`src/rtl/muldiv_unit.sv`:
```
// muldiv_unit: iterative multiply/divide unit with HI/LO registers and an IDLE/RUN/FIX FSM
module muldiv_unit #(
  parameter int WIDTH = 32
) (
  input  logic             clk,
  input  logic             reset,
  input  logic [WIDTH-1:0] a,
  input  logic [WIDTH-1:0] b,
  input  logic [1:0]       op,
  input  logic             start,
  input  logic             hi_we,
  input  logic             lo_we,
  input  logic [WIDTH-1:0] wd,
  output logic [WIDTH-1:0] hi,
  output logic [WIDTH-1:0] lo,
  output logic             busy,
  output logic             done
);
  localparam int CW = $clog2(WIDTH + 1);
  typedef enum logic [1:0] {IDLE, RUN, FIX} state_t;
  state_t             state;
  logic [CW-1:0]      cnt;
  logic [WIDTH-1:0]   mb;
  logic [2*WIDTH-1:0] p;
  logic [1:0]         op_r;
  logic               neg_q, neg_r;
  logic               sg, sa, sb;
  logic [WIDTH:0]     msum, rtry, rdiff;
  logic [2*WIDTH-1:0] p_next, prod;
  logic [WIDTH-1:0]   q_fix, r_fix;
  assign busy = state != IDLE;
  // p holds {accumulator, multiplier} for multiply and {remainder, quotient} for divide
  always_comb begin
    sg     = ~op[0];
    sa     = sg & a[WIDTH-1];
    sb     = sg & b[WIDTH-1];
    msum   = {1'b0, p[2*WIDTH-1:WIDTH]} + {1'b0, (p[0] ? mb : {WIDTH{1'b0}})};
    rtry   = p[2*WIDTH-1:WIDTH-1];
    rdiff  = rtry - {1'b0, mb};
    p_next = op_r[1] ? (rdiff[WIDTH] ? {rtry[WIDTH-1:0], p[WIDTH-2:0], 1'b0}
                                     : {rdiff[WIDTH-1:0], p[WIDTH-2:0], 1'b1})
                     : {msum, p[WIDTH-1:1]};
    prod   = neg_q ? -p : p;
    q_fix  = neg_q ? -p[WIDTH-1:0] : p[WIDTH-1:0];
    r_fix  = neg_r ? -p[2*WIDTH-1:WIDTH] : p[2*WIDTH-1:WIDTH];
  end
  always_ff @(posedge clk) begin
    if (reset) begin
      state <= IDLE;
      cnt   <= '0;
      mb    <= '0;
      p     <= '0;
      op_r  <= '0;
      neg_q <= 1'b0;
      neg_r <= 1'b0;
      hi    <= '0;
      lo    <= '0;
      done  <= 1'b0;
    end else begin
      done <= 1'b0;
      case (state)
        IDLE: begin
          if (hi_we) hi <= wd;
          if (lo_we) lo <= wd;
          if (start) begin
            p     <= {{WIDTH{1'b0}}, (sa ? -a : a)};
            mb    <= sb ? -b : b;
            // a zero divisor must leave the all-ones quotient unnegated
            neg_q <= (sa ^ sb) & (|b);
            neg_r <= sa;
            op_r  <= op;
            cnt   <= '0;
            state <= RUN;
          end
        end
        RUN: begin
          p     <= p_next;
          cnt   <= cnt + 1'b1;
          state <= (cnt == CW'(WIDTH - 1)) ? FIX : RUN;
        end
        FIX: begin
          {hi, lo} <= op_r[1] ? {r_fix, q_fix} : prod;
          done     <= 1'b1;
          state    <= IDLE;
        end
        default: state <= IDLE;
      endcase
    end
  end
endmodule

```
`config.mk`:
```
export PLATFORM = sky130hd
export DESIGN_NAME = muldiv_unit
export DESIGN_NICKNAME = d
export VERILOG_FILES = /design/src/rtl/muldiv_unit.sv
export SDC_FILE = /design/constraint.sdc
export NUM_CORES = 1
export LEC_CHECK = 0
export BUFFER_PORTS_ARGS = -buffer_cell sky130_fd_sc_hd__buf_2
export CORE_ASPECT_RATIO = 0.8
export CORE_UTILIZATION = 60
export CTS_CLUSTER_DIAMETER = 100
export DETAILED_ROUTE_END_ITERATION = 6
export GPL_TIMING_DRIVEN = 1
export PLACE_DENSITY = 0.82
export SLEW_MARGIN = 20
export SYNTH_ARGS = -nofsm -noshare
export SYNTH_HDL_FRONTEND = slang
export SYNTH_SLANG_ARGS = --single-unit
```
`constraint.sdc`:
```
create_clock -name clk -period 4.9 [get_ports clk]
set_clock_uncertainty 0.2 [all_clocks]
set_input_delay 1.225 -clock clk [delete_from_list [all_inputs] [get_ports clk]]
set_output_delay 1.225 -clock clk [all_outputs]
set_load 0.05 [all_outputs]
```
# ---- Yosys cells after proc, flatten, opt, wreduce, memory -nomap -nowiden
# Index checks and enable logic that the tools add are counted.
dict set report word_totals {
  latch_bits 0
  output_inout_bits 66
  reg_bits 173
  inputBits 103
  romBits 0
  memories 0
  ramBits 0
  elab_cells 59
}
dict set report op_classes {
  bitwise_logic 5
  addsub 8
  n_eq_ne 6
  mux 21
  shifts 0
  multipliers 0
  magnitude_cmp 0
  n_reduce_logical 9
  div_mod_pow 0
}
# cell count
set ops {}
lappend ops {{2-to-1 mux 64 bit} 5}
lappend ops {{2-to-1 mux 32 bit} 7}
lappend ops {{negator 32 bit} 4}
lappend ops {{case mux 32 bit (2 select lines)} 2}
lappend ops {{case mux 64 bit (2 select lines)} 1}
lappend ops {{negator 64 bit} 1}
lappend ops {{adder 32 x 32 -> 33 bit} 1}
lappend ops {{subtractor 33 x 32 -> 33 bit} 1}
lappend ops {{OR reduction 32 bit} 1}
lappend ops {{case mux 6 bit (2 select lines)} 1}
lappend ops {{AND reduction 2 bit} 4}
lappend ops {{adder 6 x 1 -> 6 bit, second input constant} 1}
lappend ops {{== test 6 x 5 -> 1 bit, second input constant} 1}
lappend ops {{2-to-1 mux 6 bit} 1}
lappend ops {{inequality test 2 bit, second input constant} 3}
lappend ops {{nonzero test 2 bit} 3}
lappend ops {{2-to-1 mux 2 bit} 2}
lappend ops {{case mux 2 bit (2 select lines)} 1}
lappend ops {{bitwise AND 1 bit} 3}
lappend ops {{== test 2 x 1 -> 1 bit, second input constant} 1}
lappend ops {{== test 2 bit, second input constant} 1}
lappend ops {{logical NOT 2 bit} 1}
lappend ops {{2-to-1 mux 1 bit} 1}
lappend ops {{inverter 1 bit} 1}
lappend ops {{bitwise XOR 1 bit} 1}

# ---- Longest topological paths before layout
dict set report depth {
  word_depth 5
  depth_mapped 14
  depth_no_buf 13
}

# ---- Least setup slack after synthesis
# Ideal clock, no wire load.
dict set report synth_path {
  path_type {input to register}
  startpoint {in b[0]}
  endpoint {reg mb[30]}
  t_arrival_ns 3.751
  path_slack_ns 0.864
  n_path_buf 0
  setup_time_ns 0.086
  stages 10
  required_ns 4.614
  cell_sequence {inv_1 > ha_1 > or3b_2 > nor4_1 > nand2_1 > or4_1 > nor4_1 > a21oi_1 > xnor2_1 > a211oi_1}
}
dict set report synth_via {
  elab_chain_cells 2
}
# item line
set synth_lines {}
lappend synth_lines {{start: declaration} 8} ;# input logic [WIDTH-1:0] b,
lappend synth_lines {{negator 32 bit} 67} ;# mb <= sb ? -b : b;
lappend synth_lines {{2-to-1 mux 32 bit} 67}
lappend synth_lines {{end signal: assignment} 67}
lappend synth_lines {{end: declaration} 23} ;# logic [WIDTH-1:0] mb;
# No other way between the ends.
# A chain may end at the register's enable or synchronous reset.

# ---- Worst setup path in the final report
dict set report layout_path {
  startpoint {in b[1]}
  endpoint {reg mb[30]}
}
# Same word-level chain as after synthesis.

==> results.tsv <==
metric	value	unit
status	complete, no violations	
path_clk_slew	0.08	ns
cts_tree	done	
syn_nets	2011	
post_cts_resized	0	
die-area	23600	sq um
drv_slew	0	
slowest_delay	0.60	ns
clk_latency	0.44	ns
first_pass_iters	6	
worstPathCellList	buf_2 -> inv_1 -> ha_1 -> or3b_2 -> nor4_1 -> nand2_1 -> or4_1 -> nor4_1 -> a21oi_1 -> xnor2_1 -> a211oi_1	
layout_common_cells	nor2_1, dfxtp_1, buf_2, a21oi_1, nand2_1	
port_buffers	168	
synth_top_flop_cell	dfxtp_1	
rrSetupSlack	0.76	ns
clockBufferDepth	2	
drt.antenna.violating_nets	0	
path_class	input port to flip-flop	
hold_violations	0	
start_kind	input port	
wl_per_cell	19.9	um
finalSetupViolCount	0	
first_global_vias	12600	
synth_edf_count	0	
slowest_stage	or4_1	
path_delay_family	simple AND/OR/NAND/NOR gates	
vias	14500	
ir_drop	210	uV
r2r_start	p[31]$_SDFFE_PP0P_	
cp-end-kind	flip-flop	
coreArea	22500	sq um
drc	0	
hold_path_class	flip-flop to flip-flop	
leakagePower	6.41	nW
ys_types	67	
ys_ff_latch	172	
whs_endpoint	lo[3]$_SDFFE_PP0P_	
synth_cells	1837	
rows	49	
die_x	172	um
synth_area_leaders	dfxtp_1, ha_1, a211oi_1, nor2_1, a21oi_1	
layout_commonest_cell	nor2_1	
cap_violations	0	
holdPathStages	2	
syn_area_per_cell	7.51	sq um
crit_required	5.05	ns
clock_sinks	172	
via_per_inst	6.45	
fin_nets	2094	
cts_inserted_buffers	17	
yosys_warnings	0	
antenna_found_initial	1	
fin_util	68.2	%
synth-seq-area-share	25.0	%
startpoint	b[1]	
relSlewSlack	29.2	%
synthToLayoutAreaGrowth	11.3	%
critPathMaxFanout	5	
async_flop_share	0	%
yosysTopAreaCellShare	25.0	%
holdBufCountCts	0	
finalSetupTns	0	ns
drt_iter0_markers	1807	
arrival	4.30	ns
grt_max_degree	82	
power_density	295	nW/um^2
worstHoldStart	lo[3]$_SDFFE_PP0P_	
htree_levels	4	
start_util	61.3	%
overflow	0	
drive_gt1_share	14.1	%
path_buf_inv	2	
routed_wl	44500	um
hpwl	33400	um
die_h	138	um
reg2reg_depth	14	
worstMarginPinSlew	1.06	ns
fmax	0.241	GHz
period_share	84.8	%
globalplace.congestion	0.989	
cts-root-buf	clkbuf_16	
grt_pass1_wl	68200	um
rsz0062_at_grt	false	
crit-reg2reg-capture	p[62]$_SDFFE_PP0P_	
synth_area	13800	sq um
fin_crit	4.15	ns
grt_use_total	37.2	%
cpMostUsedCell	nor4_1	
post_cts_buffers	0	
yosys.area.top_type	dfxtp_1	
ioPinCount	169	
tightest hold or removal path, cell delays in order (launching register included):
cell and delay [ns]:
dfxtp_1 0.31, nand2_1 0.05, a21oi_1 0.05
worst max path at each step:
stage                          end  slack (ns)  cells after the start
2_1_floorplan  mb[30]$_SDFFE_PP0P_        0.86                     10
6_report       mb[30]$_SDFFE_PP0P_        0.75                     11
3_5_place_dp   mb[30]$_SDFFE_PP0P_        0.32                     11
5_1_grt        mb[30]$_SDFFE_PP0P_        0.39                     11
3_3_place_gp   mb[30]$_SDFFE_PP0P_        0.48                     11
4_1_cts        mb[30]$_SDFFE_PP0P_        0.78                     11
routing by layer:
| layer | vias up | GRT usage, % | wire, um |
|---|---|---|---|
| met1 | 6681 | 54.1 | 19800 |
| met5 | - | 0 | 0 |
| li1 | 6886 | - | - |
| met4 | 0 | 12.2 | 1190 |
| met2 | 799 | 53.2 | 18400 |
| met3 | 91 | 8.73 | 5130 |
layout make-up:
class                   count  area (sq um)
flip-flops and latches    172          3440
repair buffers            200          1080
clock buffers              17           425
multi-input cells        1463          9600
fillers                  1893          7150
clock inverters            15           168
diodes                      1          2.50
inverters                  66           248
well taps                 306           383
per-stage QoR:
step           power [mW]  setup slack, ns  std cells  instance area [sq um]  hold slack (ns)
3_5_place_dp         3.08            0.317       2207                  14800            0.243
3_3_place_gp         3.06            0.484       2207                  14700            0.242
2_1_floorplan        2.67            0.864       1837                  13800            0.232
6_report             4.52            0.747       2240                  15300            0.255
4_1_cts              4.48            0.775       2239                  15300            0.255
5_1_grt              4.70            0.395       2239                  15300            0.298
where the power goes:
group          total (mW)  internal (mW)  switching, mW
clock network        1.42          0.731          0.686
logic                1.48          0.527          0.952
registers            1.63           1.50          0.129
Yosys cell counts (32+ instances only):
master    count
inv_1        66
nand2_1     144
a21o_1       35
a21oi_1     151
xnor2_1      78
nor3_1       32
ha_1         69
xor2_1       79
nor2_1      206
mux2i_1      55
clkbuf_1    114
o21ai_0     115
a211oi_1    105
dfxtp_1     172
registers in the layout, summed over array words and instances, names as in the netlist:
register,flops
state,2
mb,32
lo,32
done,1
p,64
hi,32
op_r,1
neg_q,1
cnt,6
neg_r,1
cell families (layout without fill, tap and decap cells):
| group | after synthesis | count (layout) | synth area share, % |
|---|---|---|---|
| AO/OA/AOI/OAI | 615 | 615 | 29.6 |
| AND/OR/NAND/NOR | 564 | 564 | 19.2 |
| buffers and inverters | 202 | 298 | 5.66 |
| flip-flops | 172 | 172 | 25.0 |
| XOR/XNOR | 157 | 157 | 9.97 |
| adder cells (fa/ha/maj) | 71 | 71 | 6.55 |
| multiplexers | 56 | 56 | 4.07 |
| other | 0 | 1 | 0 |
Note: power is estimated with default switching activity, not from simulation.
